--- src/rtl/watch_calendar.sv ---
// watch_calendar: calendar and time-of-day counter.
// Advances second/minute/hour/day/month/year on a one-cycle clk1sec strobe.
// Uses Gregorian leap years and full-width years, and tracks day-of-week.
// Loads through set_time are validated against the loaded year's calendar.
// day_tick, year_tick and set_err are one-cycle registered pulses for the
// alarm and display logic.
module watch_calendar #(
  parameter int YEAR_W    = 12,
  parameter int RST_YEAR  = 2021,
  parameter int RST_MONTH = 5,
  parameter int RST_DAY   = 30,
  parameter int RST_DOW   = 0
) (
  input  logic              clk,
  input  logic              rst,
  input  logic              clk1sec,
  input  logic              set_time,
  input  logic [YEAR_W+39:0] set_value,
  input  logic [2:0]        set_dow,
  output logic [YEAR_W-1:0] year,
  output logic [7:0]        month,
  output logic [7:0]        day,
  output logic [7:0]        hour,
  output logic [7:0]        minute,
  output logic [7:0]        second,
  output logic [2:0]        dow,
  output logic              set_err,
  output logic              day_tick,
  output logic              year_tick
);

  // Gregorian leap rule; year 0 counts as leap (divisible by 400).
  function automatic logic is_leap(input logic [YEAR_W-1:0] y);
    logic [15:0] ye;
    ye = 16'(y);
    return ((ye[1:0] == 2'd0) && ((ye % 16'd100) != 16'd0)) ||
           ((ye % 16'd400) == 16'd0);
  endfunction

  // Days in month; an out-of-range month yields 0 so no day can validate.
  function automatic logic [7:0] month_len(input logic [7:0] m, input logic leap);
    logic [7:0] len;
    case (m)
      8'd1, 8'd3, 8'd5, 8'd7, 8'd8, 8'd10, 8'd12: len = 8'd31;
      8'd4, 8'd6, 8'd9, 8'd11:                    len = 8'd30;
      8'd2:    len = leap ? 8'd29 : 8'd28;
      default: len = 8'd0;
    endcase
    return len;
  endfunction

  logic [YEAR_W-1:0] year_r, year_s;
  logic [7:0]        month_r, month_s, day_r, day_s;
  logic [7:0]        hour_r, hour_s, minute_r, minute_s, second_r, second_s;
  logic [2:0]        dow_r, dow_s;
  logic              set_err_r, set_err_s, day_tick_r, day_tick_s;
  logic              year_tick_r, year_tick_s;

  logic [YEAR_W-1:0] ld_year_s;
  logic [7:0]        ld_month_s, ld_day_s, ld_hour_s, ld_minute_s, ld_second_s;
  logic              load_ok_s;
  logic [7:0]        cur_len_s;

  assign ld_year_s   = set_value[YEAR_W+39:40];
  assign ld_month_s  = set_value[39:32];
  assign ld_day_s    = set_value[31:24];
  assign ld_hour_s   = set_value[23:16];
  assign ld_minute_s = set_value[15:8];
  assign ld_second_s = set_value[7:0];

  // Load validation against the loaded year's leap status; dow is only range-checked.
  assign load_ok_s = (ld_month_s >= 8'd1) && (ld_month_s <= 8'd12) &&
                     (ld_day_s >= 8'd1) &&
                     (ld_day_s <= month_len(ld_month_s, is_leap(ld_year_s))) &&
                     (ld_hour_s <= 8'd23) && (ld_minute_s <= 8'd59) &&
                     (ld_second_s <= 8'd59) && (set_dow <= 3'd6);

  assign cur_len_s = month_len(month_r, is_leap(year_r));

  // Next-state: load beats tick (a tick coinciding with any load is dropped).
  always_comb begin
    year_s      = year_r;
    month_s     = month_r;
    day_s       = day_r;
    hour_s      = hour_r;
    minute_s    = minute_r;
    second_s    = second_r;
    dow_s       = dow_r;
    set_err_s   = 1'b0;
    day_tick_s  = 1'b0;
    year_tick_s = 1'b0;
    if (set_time) begin
      if (load_ok_s) begin
        year_s   = ld_year_s;
        month_s  = ld_month_s;
        day_s    = ld_day_s;
        hour_s   = ld_hour_s;
        minute_s = ld_minute_s;
        second_s = ld_second_s;
        dow_s    = set_dow;
      end else begin
        set_err_s = 1'b1;
      end
    end else if (clk1sec) begin
      if (second_r == 8'd59) begin
        second_s = 8'd0;
        if (minute_r == 8'd59) begin
          minute_s = 8'd0;
          if (hour_r == 8'd23) begin
            hour_s     = 8'd0;
            day_tick_s = 1'b1;
            dow_s      = (dow_r == 3'd6) ? 3'd0 : dow_r + 3'd1;
            if (day_r == cur_len_s) begin
              day_s = 8'd1;
              if (month_r == 8'd12) begin
                month_s     = 8'd1;
                year_s      = year_r + YEAR_W'(1);
                year_tick_s = 1'b1;
              end else begin
                month_s = month_r + 8'd1;
              end
            end else begin
              day_s = day_r + 8'd1;
            end
          end else begin
            hour_s = hour_r + 8'd1;
          end
        end else begin
          minute_s = minute_r + 8'd1;
        end
      end else begin
        second_s = second_r + 8'd1;
      end
    end else begin
      year_s = year_r;
    end
  end

  // State and pulse registers with synchronous active-low reset.
  always_ff @(posedge clk) begin
    if (!rst) begin
      year_r      <= YEAR_W'(RST_YEAR);
      month_r     <= 8'(RST_MONTH);
      day_r       <= 8'(RST_DAY);
      hour_r      <= 8'd0;
      minute_r    <= 8'd0;
      second_r    <= 8'd0;
      dow_r       <= 3'(RST_DOW);
      set_err_r   <= 1'b0;
      day_tick_r  <= 1'b0;
      year_tick_r <= 1'b0;
    end else begin
      year_r      <= year_s;
      month_r     <= month_s;
      day_r       <= day_s;
      hour_r      <= hour_s;
      minute_r    <= minute_s;
      second_r    <= second_s;
      dow_r       <= dow_s;
      set_err_r   <= set_err_s;
      day_tick_r  <= day_tick_s;
      year_tick_r <= year_tick_s;
    end
  end

  assign year      = year_r;
  assign month     = month_r;
  assign day       = day_r;
  assign hour      = hour_r;
  assign minute    = minute_r;
  assign second    = second_r;
  assign dow       = dow_r;
  assign set_err   = set_err_r;
  assign day_tick  = day_tick_r;
  assign year_tick = year_tick_r;

endmodule

--- config.mk ---
export PLATFORM = sky130hd
export DESIGN_NAME = watch_calendar
export DESIGN_NICKNAME = d
export VERILOG_FILES = /design/src/rtl/watch_calendar.sv
export SDC_FILE = /design/constraint.sdc
export NUM_CORES = 1
export LEC_CHECK = 0
export CELL_PAD_IN_SITES_DETAIL_PLACEMENT = 1
export CELL_PAD_IN_SITES_GLOBAL_PLACEMENT = 2
export CORE_MARGIN = 2
export CORE_UTILIZATION = 32
export CTS_CLUSTER_SIZE = 14
export DETAILED_ROUTE_END_ITERATION = 12
export GPL_TIMING_DRIVEN = 0
export PLACE_DENSITY = 0.94
export REMOVE_ABC_BUFFERS = 1
export SETUP_SLACK_MARGIN = 0.4
export SYNTH_ARGS = -nofsm -noshare
export SYNTH_HDL_FRONTEND = slang
export SYNTH_SLANG_ARGS = --single-unit
--- constraint.sdc ---
create_clock -name clk -period 14.65 [get_ports clk]
set_input_delay 3.6625 -clock clk [delete_from_list [all_inputs] [get_ports clk]]
set_output_delay 3.6625 -clock clk [all_outputs]
set_load 0.1 [all_outputs]
==> results of run 1 <==
==> placed cells by master, fill, tap and decap left out, drive strengths merged, types with 13 or more instances in the layout <==
master / netlist / routed
nor3: 30 / 30
ha: 15 / 15
o21ai: 56 / 56
nand3: 41 / 41
a22oi: 15 / 15
a211oi: 23 / 23
inv: 29 / 29
nand2: 70 / 70
a31oi: 14 / 14
nor2b: 15 / 15
clkdlybuf4s50: 0 / 115
or2: 18 / 18
dfxtp: 58 / 58
nor2: 90 / 90
nand2b: 13 / 13
and3: 13 / 13
o31ai: 13 / 13
a21oi: 71 / 71
==> critical path, cell delays in order <==
cell,delay [ps]
clkdlybuf4s50_1,1190
nor2_1,270
o311ai_1,510
o21ai_1,330
nor3_1,370
nor2_1,180
o21a_1,250
o31a_1,270
xnor2_1,300
mux2i_1,270
a21oi_1,60
mux4_2,490
a211oi_1,230
ha_1,180
nor2b_1,40
o21a_1,160
o21ai_0,150
nand2b_1,80
a21oi_1,140
a31oi_1,50
or4_1,510
o21ai_0,440
o21ai_1,510
nand2b_1,590
or4_1,590
a31oi_1,170
==> logic make-up after synthesis <==
family	after synthesis	synth area share (%)
simple gates	351	29.0
compound gates	314	36.5
buf+inv	93	6.49
flops	58	19.1
mux	17	3.08
fa+ha+maj	17	3.41
xor+xnor	16	2.42
==> per-layer routing <==
layer	up-vias	part of all wire [%]	global-route usage (%)
met3	30	4.8	3.03
met4	0	1.5	6.00
met2	200	47	35.4
li1	3401	-	-
met5	-	0	0
met1	3439	47	29.0
==> power by group <==
group          internal, mW  switching, mW  total, mW
registers             0.163        0.00864      0.172
logic                0.0616          0.112      0.174
clock network         0.113         0.0779      0.191
==> flip-flops by register name, summed over array words and instances (netlist names) <==
signal	flops
minute	8
dow	3
year_tick	1
day	8
set_err	1
year	12
second	8
day_tick	1
month	8
hour	8
==> worst max-delay path by stage <==
stage                  startpoint      to  slack (ps)  cells past startpoint
floorplan           set_value[46]  day[3]        4670                     26
global placement    set_value[47]  day[3]        1700                     27
detailed placement  set_value[47]  day[7]        2520                     27
CTS                 set_value[47]  day[7]        2860                     27
global route        set_value[47]  day[7]        2160                     27
finish              set_value[47]  day[7]        2870                     26
==> final cells by class <==
class | instances | share of cell area, %
Tap cell | 234 | 3.88
Timing Repair Buffer | 117 | 15.6
Inverter | 32 | 1.61
Multi-Input combinational cell | 715 | 60.2
Sequential cell | 58 | 15.4
Clock buffer | 12 | 3.14
Clock inverter | 3 | 0.232
==> run summary, run 1 <==
CP Data Arrival Time -> 12030 ps
Critical Path Source Type -> input pin
period utilisation layout -> 80.4%
CP required -> 14900 ps
post-place instance area -> 7290 um2
Pleak -> 2.67 nW
Min-Delay Startpoint -> day[7]
vias in the first global route -> 6929
PnR worst setup slack -> 2870 ps
# DRC -> 0
DRT iter0 DRCs -> 310
status -> finished, final reports clean
DR vias/cell -> 6.04
area of the multi-input gates -> 4540 um2
Max Clock Skew -> 4.98 ps
max frequency -> 84.9 MHz
asr flop ratio synth -> 0%
Final ANT Viol Nets -> 0
Post-synth EDFFs -> 0
IO buf count -> 116
post-placement cell count -> 1156
#FFs+latches synth -> 58
Cells after Synth -> 866
Pwr Density -> 71.1 nW/um2
die span in y -> 142 um
Post-Layout Cell Count -> 1171
Final nets -> 1007
max-cap violations -> 0
R2R depth -> 13
starting density of the core -> 32.6%
grt ovf -> 0
reg2reg end -> day[3]
cell with the most instances after synthesis -> nor2_1
IO Pins -> 117
Worst Hold Class -> reg2reg
H-tree Lvls -> 3
Clock Tree Root -> clkbuf_16
Worst Tran Pin Value -> 1090 ps
Synth top cells by count -> 89 x nor2_1, 70 x a21oi_1, 70 x nand2_1
RSZ-0062 raised after global routing -> false
largest net degree at the start of global routing -> 90
share of the synthesized area in the top cell type -> 19.1%
FP Rows -> 50
Setup Fix Bufs, Post-CTS -> 0
TritonCTS clock tree -> yes
first-pass GRT wire length -> 35400 um
TritonCTS buffer count -> 9
Setup violations, final -> 0
Reg area -> 1160 um2
ys flop type -> dfxtp_1
distinct cell type count after synthesis -> 88
worst vdd ir -> 54.7 uV
YS warnings -> 0
Final TNS setup -> 0 ps
via count -> 7070
initial antenna violation count -> 1
GRT Util Overall -> 21.3%
post-layout minimum cycle time -> 11780 ps
TritonRoute pass-1 iters -> 5
Placer Congestion -> 0.844
Hold Path End -> day[7]
mean post-synth cell area -> 7.03 um2
die area -> 20200 um2
CTS sink count -> 58
Total Power -> 0.536 mW
Fillers -> 2323
# resized after CTS -> 0
Setup crit end kind -> flip-flop
Worst Hold Slack -> 516 ps
Clock Latency Late Sink -> 340 ps
cell taking the most area after synthesis -> dfxtp_1
Max Slew Vio Count -> 0
fin util -> 40.3%
layout cells sized above 1 -> 5.76%
Core ar. -> 18700 um2
hold_buf cts -> 0
wirelength, routed -> 21600 um
Clock transition at path regs -> 50 ps
worst setup path class -> in2reg
worst flop-to-flop path startpoint -> year[10]
# diodes -> 0
Max-slew headroom -> 27.4%
largest cells by area after synthesis -> dfxtp_1 19%, a21oi_1 5.8%, nor2_1 5.5%
Worst R2R Setup Slack -> 9010 ps
synthesized area -> 6090 um2
DP HPWL -> 15600 um
Fin. Hold Viols -> 0
routed len/inst -> 18.4 um
Setup WS pre-CTS -> 2520 ps
depth of the worst hold-timing path -> 2
critical-path maximum fanout -> 32
Die X -> 142 um
cell area after layout -> 7540 um2
P&R area growth vs syn -> 23.8%
register area share after synthesis -> 19.1%
CTS Buffer Depth -> 2
Note: power is estimated with default switching activity, not from simulation.
==> inputs of run 2 (changes only) <==
--- a/config.mk
+++ b/config.mk
@@ -8,11 +8,11 @@
 export CELL_PAD_IN_SITES_DETAIL_PLACEMENT = 1
 export CELL_PAD_IN_SITES_GLOBAL_PLACEMENT = 2
 export CORE_MARGIN = 2
-export CORE_UTILIZATION = 32
+export CORE_UTILIZATION = 30
 export CTS_CLUSTER_SIZE = 14
 export DETAILED_ROUTE_END_ITERATION = 12
 export GPL_TIMING_DRIVEN = 0
-export PLACE_DENSITY = 0.94
+export PLACE_DENSITY = 0.89
 export REMOVE_ABC_BUFFERS = 1
 export SETUP_SLACK_MARGIN = 0.4
 export SYNTH_ARGS = -nofsm -noshare
==> constraint.sdc (replaced) <==
create_clock -name clk -period 11.43 [get_ports clk]
set_input_delay 2.8575 -clock clk [delete_from_list [all_inputs] [get_ports clk]]
set_output_delay 2.8575 -clock clk [all_outputs]
set_load 0.1 [all_outputs]
==> run 2 against run 1 <==
Effect of this change:
- sequential power increased by 28%
- largest cell class unchanged
- cell count increased by 3.1%
- final area increased by 1.3%
- combinational power increased by 29%
==> run summary, run 2 (synthesis results as in run 1) <==
PnR worst setup slack -> 1140 ps (was 2870 ps)
Clock Latency Late Sink -> 340 ps (about the same)
R2R depth -> 13 (unchanged)
# DRC -> 0 (unchanged)
IO buf count -> 116 (unchanged)
Min-Delay Startpoint -> day[7] (unchanged)
Final ANT Viol Nets -> 0 (unchanged)
# diodes -> 0 (unchanged)
max-cap violations -> 0 (unchanged)
Max-slew headroom -> 28.6% (was 27.4%)
CTS sink count -> 58 (unchanged)
TritonCTS clock tree -> yes (unchanged)
Hold Path End -> day[7] (unchanged)
critical-path maximum fanout -> 21 (was 32)
Final nets -> 1007 (unchanged)
starting density of the core -> 30.3% (was 32.6%)
grt ovf -> 0 (unchanged)
post-place instance area -> 7330 um2 (was 7290 um2)
post-placement cell count -> 1192 (was 1156)
first-pass GRT wire length -> 36100 um (was 35400 um)
worst flop-to-flop path startpoint -> year[10] (unchanged)
Worst R2R Setup Slack -> 5890 ps (was 9010 ps)
CP Buf/Inv Count -> 1 (unchanged)
worst setup path class -> in2reg (unchanged)
vias in the first global route -> 6976 (was 6929)
Pleak -> 2.73 nW (was 2.67 nW)
Clock transition at path regs -> 50 ps (about the same)
Setup Fix Bufs, Post-CTS -> 0 (unchanged)
FP Rows -> 52 (was 50)
Total Power -> 0.715 mW (was 0.536 mW)
Max Slew Vio Count -> 0 (unchanged)
CP Data Arrival Time -> 10540 ps (was 12030 ps)
via count -> 7006 (was 7070)
DP HPWL -> 15700 um (was 15600 um)
highest cell delay on the worst timing path -> 830 ps (was 1190 ps)
slowest CP cell -> clkdlybuf4s50_1 (unchanged)
CP required -> 11680 ps (was 14900 ps)
Max Clock Skew -> 7.31 ps (was 4.98 ps)
depth of the worst hold-timing path -> 2 (unchanged)
Pwr Density -> 93.6 nW/um2 (was 71.1 nW/um2)
DR vias/cell -> 5.80 (was 6.04)
commonest non-fill, non-tap cells in the layout -> 111 x clkdlybuf4s50_1, 89 x nor2_1, 70 x nand2_1 (was 115 x clkdlybuf4s50_1, 89 x nor2_1, 70 x nand2_1)
TritonRoute pass-1 iters -> 4 (was 5)
largest net degree at the start of global routing -> 90 (unchanged)
Fin. Hold Viols -> 0 (unchanged)
H-tree Lvls -> 3 (unchanged)
Clock Tree Root -> clkbuf_16 (unchanged)
die span in y -> 147 um (was 142 um)
TritonCTS buffer count -> 9 (unchanged)
Setup violations, final -> 0 (unchanged)
Worst Hold Class -> reg2reg (unchanged)
Post-Layout Cell Count -> 1207 (was 1171)
GRT Util Overall -> 20.2% (was 21.3%)
reg2reg end -> day[3] (unchanged)
max frequency -> 97.2 MHz
post-layout minimum cycle time -> 10290 ps
RSZ-0062 raised after global routing -> false (unchanged)
most common cell after layout, fill and taps aside -> clkdlybuf4s50_1 (unchanged)
Setup WS pre-CTS -> 126 ps (was 2520 ps)
initial antenna violation count -> 1 (unchanged)
status -> finished, final reports clean (unchanged)
CTS Buffer Depth -> 2 (unchanged)
Placer Congestion -> 0.840 (was 0.844)
Setup crit end kind -> flip-flop (unchanged)
period utilisation layout -> 90.0%
Critical Path Source Type -> input pin (unchanged)
routed len/inst -> 18.1 um (was 18.4 um)
Core ar. -> 20100 um2 (was 18700 um2)
layout cells sized above 1 -> 6.19% (was 5.76%)
cell family with the largest share of critical-path delay -> compound AO/OA/AOI/OAI gates (unchanged)
worst vdd ir -> 72.7 uV (was 54.7 uV)
P&R area growth vs syn -> 25.4% (was 23.8%)
DRT iter0 DRCs -> 308 (was 310)
Die X -> 147 um (was 142 um)
cell area after layout -> 7640 um2 (was 7540 um2)
wirelength, routed -> 21800 um (was 21600 um)
IO Pins -> 117 (unchanged)
Largest register FFs -> 12 (unchanged)
Worst Tran Pin Value -> 1070 ps (was 1090 ps)
die area -> 21500 um2 (was 20200 um2)
==> run 2: changes by cell type in the layout (fill, tap and decap cells not counted), sizes merged <==
cell	previous run	this run
clkdlybuf4s50	115	111
dlymetal6s2s	0	4
bufinv	0	1
clkinvlp	1	0
==> run 2: layer usage <==
metal | vias to the layer above | routed length (um) | track usage, %
met5 | - | 12 | 0
met4 | 2 | 328 | 5.58
met3 | 28 | 1090 | 4.22
met2 | 180 | 10000 | 33.3
met1 | 3393 | 10300 | 26.9
li1 | 3403 | - | -
==> run 2: repair_timing <==
action | 4_1_cts | 5_1_grt
endpoints found under the hold margin | 0 | 0
endpoints found under the setup margin | 0 | 26
resized for setup | 0 | 7
hold buffers | 0 | 0
==> run 2: worst max path at each step <==
stage / startpoint / end / slack (ps) / cells past startpoint
global route: set_value[46] / day[6] / 420 / 27
global placement: set_value[47] / month[3] / -760 / 27
floorplan: set_value[46] / day[3] / 2250 / 26
CTS: set_value[47] / day[7] / 500 / 27
finish: set_value[46] / day[7] / 1140 / 26
detailed placement: set_value[47] / day[7] / 130 / 27
==> run 2: area by class of cell <==
| type | count | area (um2) |
|---|---|---|
| fillers | 2499 | 12500 |
| repair buffers | 117 | 1180 |
| inverters | 32 | 121 |
| flip-flops and latches | 58 | 1160 |
| clock buffers | 12 | 246 |
| well taps | 270 | 338 |
| multi-input cells | 715 | 4550 |
| clock inverters | 3 | 40.0 |
==> run 2: report_power, final <==
| part | internal, mW | leakage, nW | switching, mW | total, mW |
|---|---|---|---|---|
| clock network | 0.173 | 0.142 | 0.0981 | 0.271 |
| logic | 0.0792 | 2.12 | 0.145 | 0.224 |
| registers | 0.209 | 0.472 | 0.0110 | 0.220 |
| total | 0.461 | 2.73 | 0.254 | 0.715 |
==> run 2: worst reg2reg max path, cell delays in order, from the launching register on <==
cell and delay, ps:
dfxtp_1 940, inv_1 350, o311ai_1 740, nand2_1 190, nor3_1 310, mux2_2 450
a21o_1 220, and2_1 210, a31oi_1 180, o21ai_1 150, or4_4 540, o211ai_2 580
o21ai_0 220, a221o_1 370
==> run 2: metrics by stage <==
step | hold WS [ps] | utilization [%] | TNS, ps
2_1_floorplan | 929 | - | 0
3_3_place_gp | 505 | 36.4 | -10040
3_5_place_dp | 519 | 36.5 | 0
4_1_cts | 529 | 37.9 | 0
5_1_grt | 557 | 38.0 | 0
6_report | 523 | 38.0 | 0
